$ cat src/rtl/bcd_updown_counter_pkg.sv
// Shared constants and helpers for the multi-digit modulo-N counter.
// Digits are DW bits wide and packed least-significant digit first.
package counter_pkg;

  localparam int DW = 4;

  localparam logic [DW-1:0] DIGIT_ZERO = 4'd0;
  localparam logic [DW-1:0] DIGIT_ONE  = 4'd1;

  function automatic logic [DW-1:0] digit_max(input int modulus);
    return DW'(modulus - 1);
  endfunction

  function automatic int digit_lsb(input int idx);
    return DW * idx;
  endfunction

endpackage

$ cat src/rtl/bcd_updown_counter_if.sv
// Control/status bundle of the up/down counter; the master drives the
// controls, the slave (the counter) returns count and the status pulses.
interface bcd_updown_counter_if
  import counter_pkg::*;
#(
  parameter int DIGITS = 4
) ();

  logic                  en;
  logic                  up;
  logic                  clear;
  logic                  load;
  logic [DW*DIGITS-1:0]  load_val;
  logic [DW*DIGITS-1:0]  count;
  logic                  tc;
  logic                  ovf;
  logic                  unf;
  logic                  load_err;

  modport master (
    output en, up, clear, load, load_val,
    input  count, tc, ovf, unf, load_err
  );

  modport slave (
    input  en, up, clear, load, load_val,
    output count, tc, ovf, unf, load_err
  );

endinterface

$ cat src/rtl/bcd_updown_counter_digit.sv
// One modulo-MODULUS digit with clear, clamping load and a directional step.
// An out-of-range value behaves as the maximum so it leaves on the next step.
module mod_n_digit
  import counter_pkg::*;
#(
  parameter int MODULUS = 10
) (
  input  logic          clk,
  input  logic          reset,
  input  logic          step,
  input  logic          up,
  input  logic          load,
  input  logic [DW-1:0] load_digit,
  input  logic          clear,
  output logic [DW-1:0] q,
  output logic          at_max,
  output logic          at_min,
  output logic          clamped
);

  localparam logic [DW-1:0] MAX = digit_max(MODULUS);

  logic [DW-1:0] q_r;

  assign q       = q_r;
  assign at_max  = (q_r >= MAX);
  assign at_min  = (q_r == DIGIT_ZERO);
  assign clamped = (load_digit > MAX);

  // Digit register: reset > clear > load > step.
  always_ff @(posedge clk) begin
    if (reset) begin
      q_r <= DIGIT_ZERO;
    end else if (clear) begin
      q_r <= DIGIT_ZERO;
    end else if (load) begin
      q_r <= clamped ? MAX : load_digit;
    end else if (step) begin
      if (up) begin
        q_r <= at_max ? DIGIT_ZERO : (q_r + DIGIT_ONE);
      end else if (at_min) begin
        q_r <= MAX;
      end else if (q_r > MAX) begin
        q_r <= MAX;
      end else begin
        q_r <= q_r - DIGIT_ONE;
      end
    end else begin
      q_r <= q_r;
    end
  end

endmodule

$ cat src/rtl/bcd_updown_counter.sv
// DIGITS-digit modulo-MODULUS up/down counter with combinational ripple
// enable, cascade terminal count and registered wrap/load-error pulses.
module bcd_updown_counter
  import counter_pkg::*;
#(
  parameter int DIGITS  = 4,
  parameter int MODULUS = 10
) (
  input  logic                  clk,
  input  logic                  reset,
  bcd_updown_counter_if.slave   bus
);

  logic [DIGITS-1:0] at_max;
  logic [DIGITS-1:0] at_min;
  logic [DIGITS-1:0] clamped;
  logic [DIGITS-1:0] step;
  logic              all_term;
  logic              ovf_r;
  logic              unf_r;
  logic              load_err_r;

  // Ripple enable: a digit steps when every lower digit sits at its
  // terminal value for the current direction.
  always_comb begin
    logic run;
    run  = 1'b1;
    step = '0;
    for (int i = 0; i < DIGITS; i++) begin
      step[i] = bus.en & run;
      run     = run & (bus.up ? at_max[i] : at_min[i]);
    end
    all_term = run;
  end

  for (genvar g = 0; g < DIGITS; g++) begin : g_digit
    mod_n_digit #(.MODULUS(MODULUS)) u_digit (
      .clk        (clk),
      .reset      (reset),
      .step       (step[g]),
      .up         (bus.up),
      .load       (bus.load),
      .load_digit (bus.load_val[digit_lsb(g) +: DW]),
      .clear      (bus.clear),
      .q          (bus.count[digit_lsb(g) +: DW]),
      .at_max     (at_max[g]),
      .at_min     (at_min[g]),
      .clamped    (clamped[g])
    );
  end

  // tc is a raw cascade signal and deliberately ignores clear/load.
  assign bus.tc       = bus.en & all_term;
  assign bus.ovf      = ovf_r;
  assign bus.unf      = unf_r;
  assign bus.load_err = load_err_r;

  // Status pulses land in the same cycle as the count they describe.
  always_ff @(posedge clk) begin
    if (reset) begin
      ovf_r      <= 1'b0;
      unf_r      <= 1'b0;
      load_err_r <= 1'b0;
    end else if (bus.clear) begin
      ovf_r      <= 1'b0;
      unf_r      <= 1'b0;
      load_err_r <= 1'b0;
    end else if (bus.load) begin
      ovf_r      <= 1'b0;
      unf_r      <= 1'b0;
      load_err_r <= |clamped;
    end else begin
      ovf_r      <= bus.en & bus.up & all_term;
      unf_r      <= bus.en & ~bus.up & all_term;
      load_err_r <= 1'b0;
    end
  end

endmodule
$ cat src/flat_wrapper.sv
// flat-port wrapper written by rule: the top's interface ports become plain ports
module bcd_updown_counter_flat import counter_pkg::*;
#(
  parameter int DIGITS  = 4,
  parameter int MODULUS = 10
)
  (clk, reset, bus_en, bus_up, bus_clear, bus_load, bus_load_val, bus_count, bus_tc, bus_ovf, bus_unf, bus_load_err);
  bcd_updown_counter_if #(.DIGITS(DIGITS)) bus_i ();
  input  logic clk;
  input  logic reset;
  input wire logic [$bits(bus_i.en)-1:0] bus_en;
  input wire logic [$bits(bus_i.up)-1:0] bus_up;
  input wire logic [$bits(bus_i.clear)-1:0] bus_clear;
  input wire logic [$bits(bus_i.load)-1:0] bus_load;
  input wire logic [$bits(bus_i.load_val)-1:0] bus_load_val;
  output wire logic [$bits(bus_i.count)-1:0] bus_count;
  output wire logic [$bits(bus_i.tc)-1:0] bus_tc;
  output wire logic [$bits(bus_i.ovf)-1:0] bus_ovf;
  output wire logic [$bits(bus_i.unf)-1:0] bus_unf;
  output wire logic [$bits(bus_i.load_err)-1:0] bus_load_err;
  assign bus_i.en = bus_en;
  assign bus_i.up = bus_up;
  assign bus_i.clear = bus_clear;
  assign bus_i.load = bus_load;
  assign bus_i.load_val = bus_load_val;
  assign bus_count = bus_i.count;
  assign bus_tc = bus_i.tc;
  assign bus_ovf = bus_i.ovf;
  assign bus_unf = bus_i.unf;
  assign bus_load_err = bus_i.load_err;
  bcd_updown_counter #(.DIGITS(DIGITS), .MODULUS(MODULUS)) u_core (.clk(clk), .reset(reset), .bus(bus_i));
endmodule
$ cat config.mk
export PLATFORM = sky130hd
export DESIGN_NAME = bcd_updown_counter_flat
export DESIGN_NICKNAME = d
export VERILOG_FILES = /design/src/rtl/bcd_updown_counter_pkg.sv /design/src/rtl/bcd_updown_counter_if.sv /design/src/rtl/bcd_updown_counter_digit.sv /design/src/rtl/bcd_updown_counter.sv /design/src/flat_wrapper.sv
export SDC_FILE = /design/constraint.sdc
export NUM_CORES = 1
export LEC_CHECK = 0
export ABC_AREA = 1
export ABC_CLOCK_PERIOD_IN_PS = 4500
export BUFFER_PORTS_ARGS = -buffer_cell sky130_fd_sc_hd__buf_2
export CORE_MARGIN = 4
export CORE_UTILIZATION = 56
export DETAILED_ROUTE_END_ITERATION = 8
export GPL_TIMING_DRIVEN = 0
export HOLD_SLACK_MARGIN = 0.15
export PLACE_DENSITY = 0.82
export SYNTH_ARGS = -nofsm -noshare
export SYNTH_HDL_FRONTEND = slang
export SYNTH_SLANG_ARGS = --single-unit
$ cat constraint.sdc
create_clock -name clk -period 4.5 [get_ports clk]
set_input_delay 0.225 -clock clk [delete_from_list [all_inputs] [get_ports clk]]
set_output_delay 0.225 -clock clk [all_outputs]
set_load 0.05 [all_outputs]
==> results of run 1 <==
==> registers in the layout, indices dropped and copies added (netlist names) <==
signal,cells
u_core.bus.load_err,1
u_core.bus.ovf,1
u_core.bus.unf,1
u_core.g_digit.u_digit.q,16
==> stage by stage <==
stage | util, % | instances
floorplan | - | 289
global placement | 68.61 | 372
detailed placement | 68.61 | 372
CTS | 69.44 | 376
global route | 69.44 | 376
finish | 69.44 | 376
==> worst paths after layout <==
kind / to / cells after the start
max: bus_tc / 12
min: u_core.bus.unf / 2
max reg2reg: u_core.g_digit[3].u_digit.q[2] / 11
min reg2reg: u_core.g_digit[2].u_digit.q[1] / 2
==> cells in the mapped netlist (all sizes together), types with 2 or more instances <==
library cell,count,area share [%]
o22ai,2,0.65
nor3,5,1.3
ha,16,10
o21ai,21,5.5
dfxtp,19,20
nand3,35,12
nand3b,2,1.4
inv,34,6.9
xor2,9,4.1
clkbuf,2,0.39
buf,5,1.4
nor2,38,8.8
a21oi,24,6.9
xnor2,4,1.8
nand2,67,16
==> worst reg2reg max path: cells and delay by family, from the launching register on <==
| family | cells | cell delay (ns) |
|---|---|---|
| adder cells (fa/ha/maj) | 1 | 0.24 |
| AND/OR/NAND/NOR | 8 | 0.83 |
| buffers and inverters | 2 | 0.15 |
| flip-flops | 1 | 0.48 |
==> power by group through the flow <==
stage	sequential [mW]	clock [mW]	combinational (mW)
3_3_place_gp	0.193	0	0.192
3_5_place_dp	0.193	0	0.196
5_1_grt	0.191	0.0999	0.220
6_report	0.189	0.0903	0.198
2_1_floorplan	0.219	0	0.126
4_1_cts	0.189	0.0913	0.197
==> layer usage <==
| metal | global-route usage [%] | wire length, um | part of all wire (%) |
|---|---|---|---|
| met5 | 0 | 0 | 0 |
| met4 | 4.315 | 23 | 0.49 |
| met3 | 4.047 | 291 | 6.3 |
| met2 | 39.65 | 2214 | 48 |
| met1 | 29.03 | 2118 | 46 |
==> final cells by class <==
| cell class | instances | area share (%) |
|---|---|---|
| well taps | 44 | 2.514 |
| clock buffers | 4 | 1.200 |
| repair buffers | 39 | 8.914 |
| plain buffers | 7 | 1.600 |
| multi-input cells | 229 | 62.34 |
| flip-flops and latches | 19 | 17.37 |
| inverters | 34 | 6.057 |
==> kinds of logic (layout without fill, tap and decap cells) <==
group                    Yosys count  in the layout  share of synthesized area (%)
AND/OR/NAND/NOR                  150            150                          40.75
AO/OA/AOI/OAI                     50             50                          14.19
adder cells (fa/ha/maj)           16             16                          10.46
XOR/XNOR                          13             13                          5.952
flip-flops                        19             19                          19.88
buffers and inverters             41             84                          8.764
==> flow_metrics.py, run 1 <==
metrics = {
    "critical_path": {
        "worstPathArrival_ns": 2.13,
        "crit_type": "register to primary output",
        "critPathMaxFanout": 7,
        "cp.buffers_inverters": 4,
        "cpLargestDelayFamily": "simple AND/OR/NAND/NOR gates",
        "crit_path_end_kind": "primary output",
        "crit_chain": "inv_1, ha_1, nand2_2, nand2_2, nand3_4, nand2_4, inv_6, nand2_4, nor2_4, nand3_2, inv_1, buf_2",
        "worst_setup_path_start_kind": "register",
        "regToRegStartpoint": "u_core.g_digit[2].u_digit.q[0]",
        "rrSetupSlack_ns": 2.72,
        "crit_required_ns": 4.28,
        "slowest_stage": "dfxtp_1",
        "crit_path_max_incr_delay_ns": 0.48,
        "startpoint": "u_core.g_digit[0].u_digit.q[0]",
    },
    "floorplanning": {
        "rows": 20,
        "die_w_um": 66.45,
        "die_height_um": 66.45,
        "ios": 42,
        "start_util_pct": 60.67,
        "core-area_um2": 3153,
        "dieArea_um2": 4416,
    },
    "grt": {
        "grt_usage_pct": 22.67,
        "antenna_found_initial": 0,
        "grt_max_degree": 11,
        "grt_pass1_vias": 1815,
        "grt_pass1_wl_um": 7907,
        "gr-total-overflow": 0,
    },
    "timing": {
        "tightest_slew_ns": 0.5057,
        "period_minus_slack_ns": 2.352,
        "slew_viol_final": 0,
        "finalCritPeriodShare_pct": 52.26,
        "finalSetupViolCount": 0,
        "maxSlewHeadroom_pct": 66.29,
        "fin_worst_skew_ns": 0.003817,
        "hold_ws_ns": 0.1961,
        "finalSetupTns_ns": 0,
        "hold_viol_final": 0,
        "setup_ws_ns": 2.148,
        "rsz0062_at_grt": "no",
        "fmax_mhz": 425.2,
    },
    "clocking": {
        "cts_tree": "built",
        "cts_sinks": 19,
        "htree_levels": 1,
        "clk_latency_ns": 0.30,
        "post-cts-setup-buffers": 0,
        "cts_buffers": 3,
        "cts_buffer_depth": 2,
        "cts_resized": 0,
        "postCtsHoldBufs": 0,
        "cts.clk_slew.worst_paths_ns": 0.11,
        "root_buffer": "clkbuf_4",
    },
    "synth": {
        "yosysWarnings": 0,
        "syn_inst": 289,
        "synth_nets": 327,
        "ys_types": 34,
        "synth_area_um2": 1913,
        "synth_edf_count": 0,
        "ys_seq_area_share_pct": 19.88,
        "synth_ff_type": "dfxtp_1",
        "syn_area_per_cell_um2": 6.620,
        "async_flop_share_pct": 0,
        "synth_seq_cells": 19,
    },
    "cells_and_area": {
        "fin_nets": 371,
        "n_fill_cell": 320,
        "multi_input_area_um2": 1365,
        "final_common_cell": "nand2_1",
        "diodes": 0,
        "syn2layout_area_growth_pct": 14.45,
        "seq_area_um2": 380.4,
        "fin_area_um2": 2190,
        "drive_above_1_share_pct": 24.70,
        "mostFrequentLayoutCells": "56 x nand2_1, 43 x buf_2, 35 x nor2_1, 27 x nand3_1, 24 x inv_1",
    },
    "worst_hold_path": {
        "hp-start": "bus_up",
        "hold_path_class": "input port to register",
    },
    "power": {
        "p_total_mw": 0.4773,
        "clkPwrFrac_pct": 18.9,
        "comb_power_share_pct": 41.5,
        "p_seq_share_pct": 39.6,
        "switching_share_pct": 41.75,
        "p_int_mw": 0.2780,
        "switching_power_mw": 0.1993,
        "leakagePower_nw": 1.126,
        "power_density_nw_per_um2": 218.0,
        "ir_worst_vdd_v": 0.0001874,
    },
    "route": {
        "drt_pass1_iterations": 5,
        "drt_first_iter_violations": 104,
        "wl_um": 4648,
        "drc": 0,
        "routed_via_density": 5.229,
        "ant_nets": 0,
        "vias": 1966,
        "routedWlPerCell_um": 12.36,
    },
    "run_status": {
        "status": "completed",
    },
    "placed_design": {
        "place_ws_ns": 2.506,
        "dpl_cell_area_um2": 2163,
        "gp_congestion": 0.8725,
        "io_buffers": 39,
        "place_hpwl_um": 3655,
    },
    "job": {
        "drv_cap": 0,
    },
}
Power figures use the tool's default switching activity.
==> run 2: changes to the inputs <==
--- a/config.mk
+++ b/config.mk
@@ -6,14 +6,14 @@
 export NUM_CORES = 1
 export LEC_CHECK = 0
 export ABC_AREA = 1
-export ABC_CLOCK_PERIOD_IN_PS = 4500
+export ABC_CLOCK_PERIOD_IN_PS = 2250
 export BUFFER_PORTS_ARGS = -buffer_cell sky130_fd_sc_hd__buf_2
 export CORE_MARGIN = 4
-export CORE_UTILIZATION = 56
+export CORE_UTILIZATION = 55
 export DETAILED_ROUTE_END_ITERATION = 8
 export GPL_TIMING_DRIVEN = 0
 export HOLD_SLACK_MARGIN = 0.15
-export PLACE_DENSITY = 0.82
+export PLACE_DENSITY = 0.81
 export SYNTH_ARGS = -nofsm -noshare
 export SYNTH_HDL_FRONTEND = slang
 export SYNTH_SLANG_ARGS = --single-unit
==> constraint.sdc (replaced) <==
create_clock -name clk -period 2.25 [get_ports clk]
set_input_delay 0.1125 -clock clk [delete_from_list [all_inputs] [get_ports clk]]
set_output_delay 0.1125 -clock clk [all_outputs]
set_load 0.05 [all_outputs]
==> run 2 against run 1 <==
Critical path depth unchanged. Critical path type unchanged. Clock power grew 100%. Final cell count increased by 2.1%. Count of clock-buffer cells in the layout shrank 1.
==> flow_metrics.py, run 2 (same netlist as run 1, synthesis figures left out) <==
metrics = {
    "route": {
        "vias": 1971,
        "ant_nets": 0,
        "drc": 0,
        "drt_first_iter_violations": 88,
        "wl_um": 4489,
        "drt_pass1_iterations": 4,
        "routedWlPerCell_um": 11.69,
        "routed_via_density": 5.133,
    },
    "grt": {
        "grt_pass1_wl_um": 7741,
        "gr-total-overflow": 0,
        "grt_usage_pct": 22.02,
        "grt_pass1_vias": 1811,
        "antenna_found_initial": 0,
        "grt_max_degree": 12,
    },
    "critical_path": {
        "crit_required_ns": 2.14,
        "critPathMaxFanout": 7,
        "worst_setup_path_start_kind": "register",
        "crit_path_end_kind": "primary output",
        "crit_type": "register to primary output",
        "worstPathArrival_ns": 1.99,
    },
    "power": {
        "power_density_nw_per_um2": 426.4,
        "p_seq_share_pct": 39.3,
        "p_int_mw": 0.5614,
        "clkPwrFrac_pct": 19.2,
        "comb_power_share_pct": 41.5,
        "p_total_mw": 0.9646,
        "switching_power_mw": 0.4032,
        "ir_worst_vdd_v": 0.0002161,
        "switching_share_pct": 41.80,
        "leakagePower_nw": 1.157,
    },
    "clocking": {
        "clk_latency_ns": 0.31,
        "cts_buffer_depth": 2,
        "cts_buffers": 3,
        "cts_sinks": 19,
        "root_buffer": "clkbuf_4",
        "post-cts-setup-buffers": 0,
        "cts_tree": "built",
        "cts.clk_slew.worst_paths_ns": 0.13,
        "htree_levels": 1,
    },
    "worst_hold_path": {
        "hold_path_class": "input port to register",
    },
    "job": {
        "drv_cap": 0,
    },
    "cells_and_area": {
        "fin_nets": 377,
        "syn2layout_area_growth_pct": 18.25,
        "mostFrequentLayoutCells": "56 x nand2_1, 42 x buf_2, 35 x nor2_1, 27 x nand3_1, 24 x inv_1",
        "n_fill_cell": 331,
        "final_common_cell": "nand2_1",
        "drive_above_1_share_pct": 26.04,
        "diodes": 0,
        "multi_input_area_um2": 1365,
        "largest_register_ffs": 16,
        "seq_area_um2": 386.6,
    },
    "timing": {
        "hold_ws_ns": 0.1718,
        "fmax_mhz": 476.0,
        "tightest_slew_ns": 0.5271,
        "finalSetupViolCount": 0,
        "maxSlewHeadroom_pct": 64.86,
        "period_minus_slack_ns": 2.101,
        "finalCritPeriodShare_pct": 93.37,
        "finalSetupTns_ns": 0,
        "slew_viol_final": 0,
        "fin_worst_skew_ns": 0.01623,
        "hold_viol_final": 0,
        "rsz0062_at_grt": "no",
    },
    "floorplanning": {
        "start_util_pct": 57.33,
        "ios": 42,
        "core-area_um2": 3337,
        "die_w_um": 66.98,
        "die_height_um": 66.98,
        "dieArea_um2": 4486,
        "rows": 21,
    },
    "placed_design": {
        "io_buffers": 39,
        "gp_congestion": 0.8658,
        "place_hpwl_um": 3466,
    },
    "run_status": {
        "status": "completed",
    },
}
==> run 2: changes by cell type in the layout (fill, tap and decap cells not counted), sizes merged <==
| cell | delta |
|---|---|
| buf | -1 |
| clkinv | +1 |
| dlygate4sd3 | +6 |
==> run 2: metrics by stage <==
stage,area [um^2],setup slack [ns],utilization (%),cells
5_1_grt,2262,0.01047,67.79,384
4_1_cts,2253,0.009719,67.53,384
3_5_place_dp,2166,0.3631,64.90,374
6_report,2262,0.1491,67.79,384
3_3_place_gp,2166,0.4138,64.90,374
2_1_floorplan,1913,0.08254,-,289
==> run 2: what timing repair did <==
action,CTS,global route
endpoints found under the hold margin,7,0
endpoints found under the setup margin,0,1
hold buffers,6,0
gates resized for setup,0,6
==> run 2: metal layers <==
metal	global-route usage [%]	routed length [um]	vias up
met3	2.361	260	8
met1	29.32	2119	884
met4	8.101	65	0
li1	-	-	1037
met5	0	0	-
met2	36.26	2043	42
==> run 2: power by group through the flow <==
stage | Clock (mW) | Sequential (mW) | Combinational, mW
2_1_floorplan | 0 | 0.437 | 0.252
3_3_place_gp | 0 | 0.385 | 0.384
3_5_place_dp | 0 | 0.386 | 0.390
4_1_cts | 0.190 | 0.378 | 0.400
5_1_grt | 0.201 | 0.383 | 0.449
6_report | 0.185 | 0.379 | 0.401
==> run 2: layout make-up <==
type / count / area share (%)
clock buffer: 3 / 0.9956
clock inverter: 1 / 0.2212
multi-input combinational: 229 / 60.34
tap: 46 / 2.544
buffer: 7 / 1.549
inverter: 34 / 5.863
timing repair buffer: 45 / 11.39
sequential: 19 / 17.09
==> run 2: final timing paths <==
path	from	endpoint	slack, ns	cells after the start
setup / recovery	u_core.g_digit[0].u_digit.q[0]	bus_tc	0.15	12
hold / removal	bus_load_val[6]	u_core.g_digit[1].u_digit.q[2]	0.17	5
setup reg to reg	u_core.g_digit[3].u_digit.q[0]	u_core.g_digit[3].u_digit.q[0]	0.55	12
hold reg to reg	u_core.g_digit[0].u_digit.q[0]	u_core.g_digit[0].u_digit.q[0]	0.53	2
==> run 2: worst max-delay path, cell delays in order, from the launching register on <==
cell and delay [ns]:
dfxtp_2 0.41, inv_1 0.09, ha_1 0.24, nand2_2 0.09, nand2_2 0.07, nand3_4 0.10
nand2_4 0.08, inv_6 0.07, nand2_4 0.06, nor2_4 0.08, nand3_2 0.08, inv_1 0.07
clkbuf_4 0.22
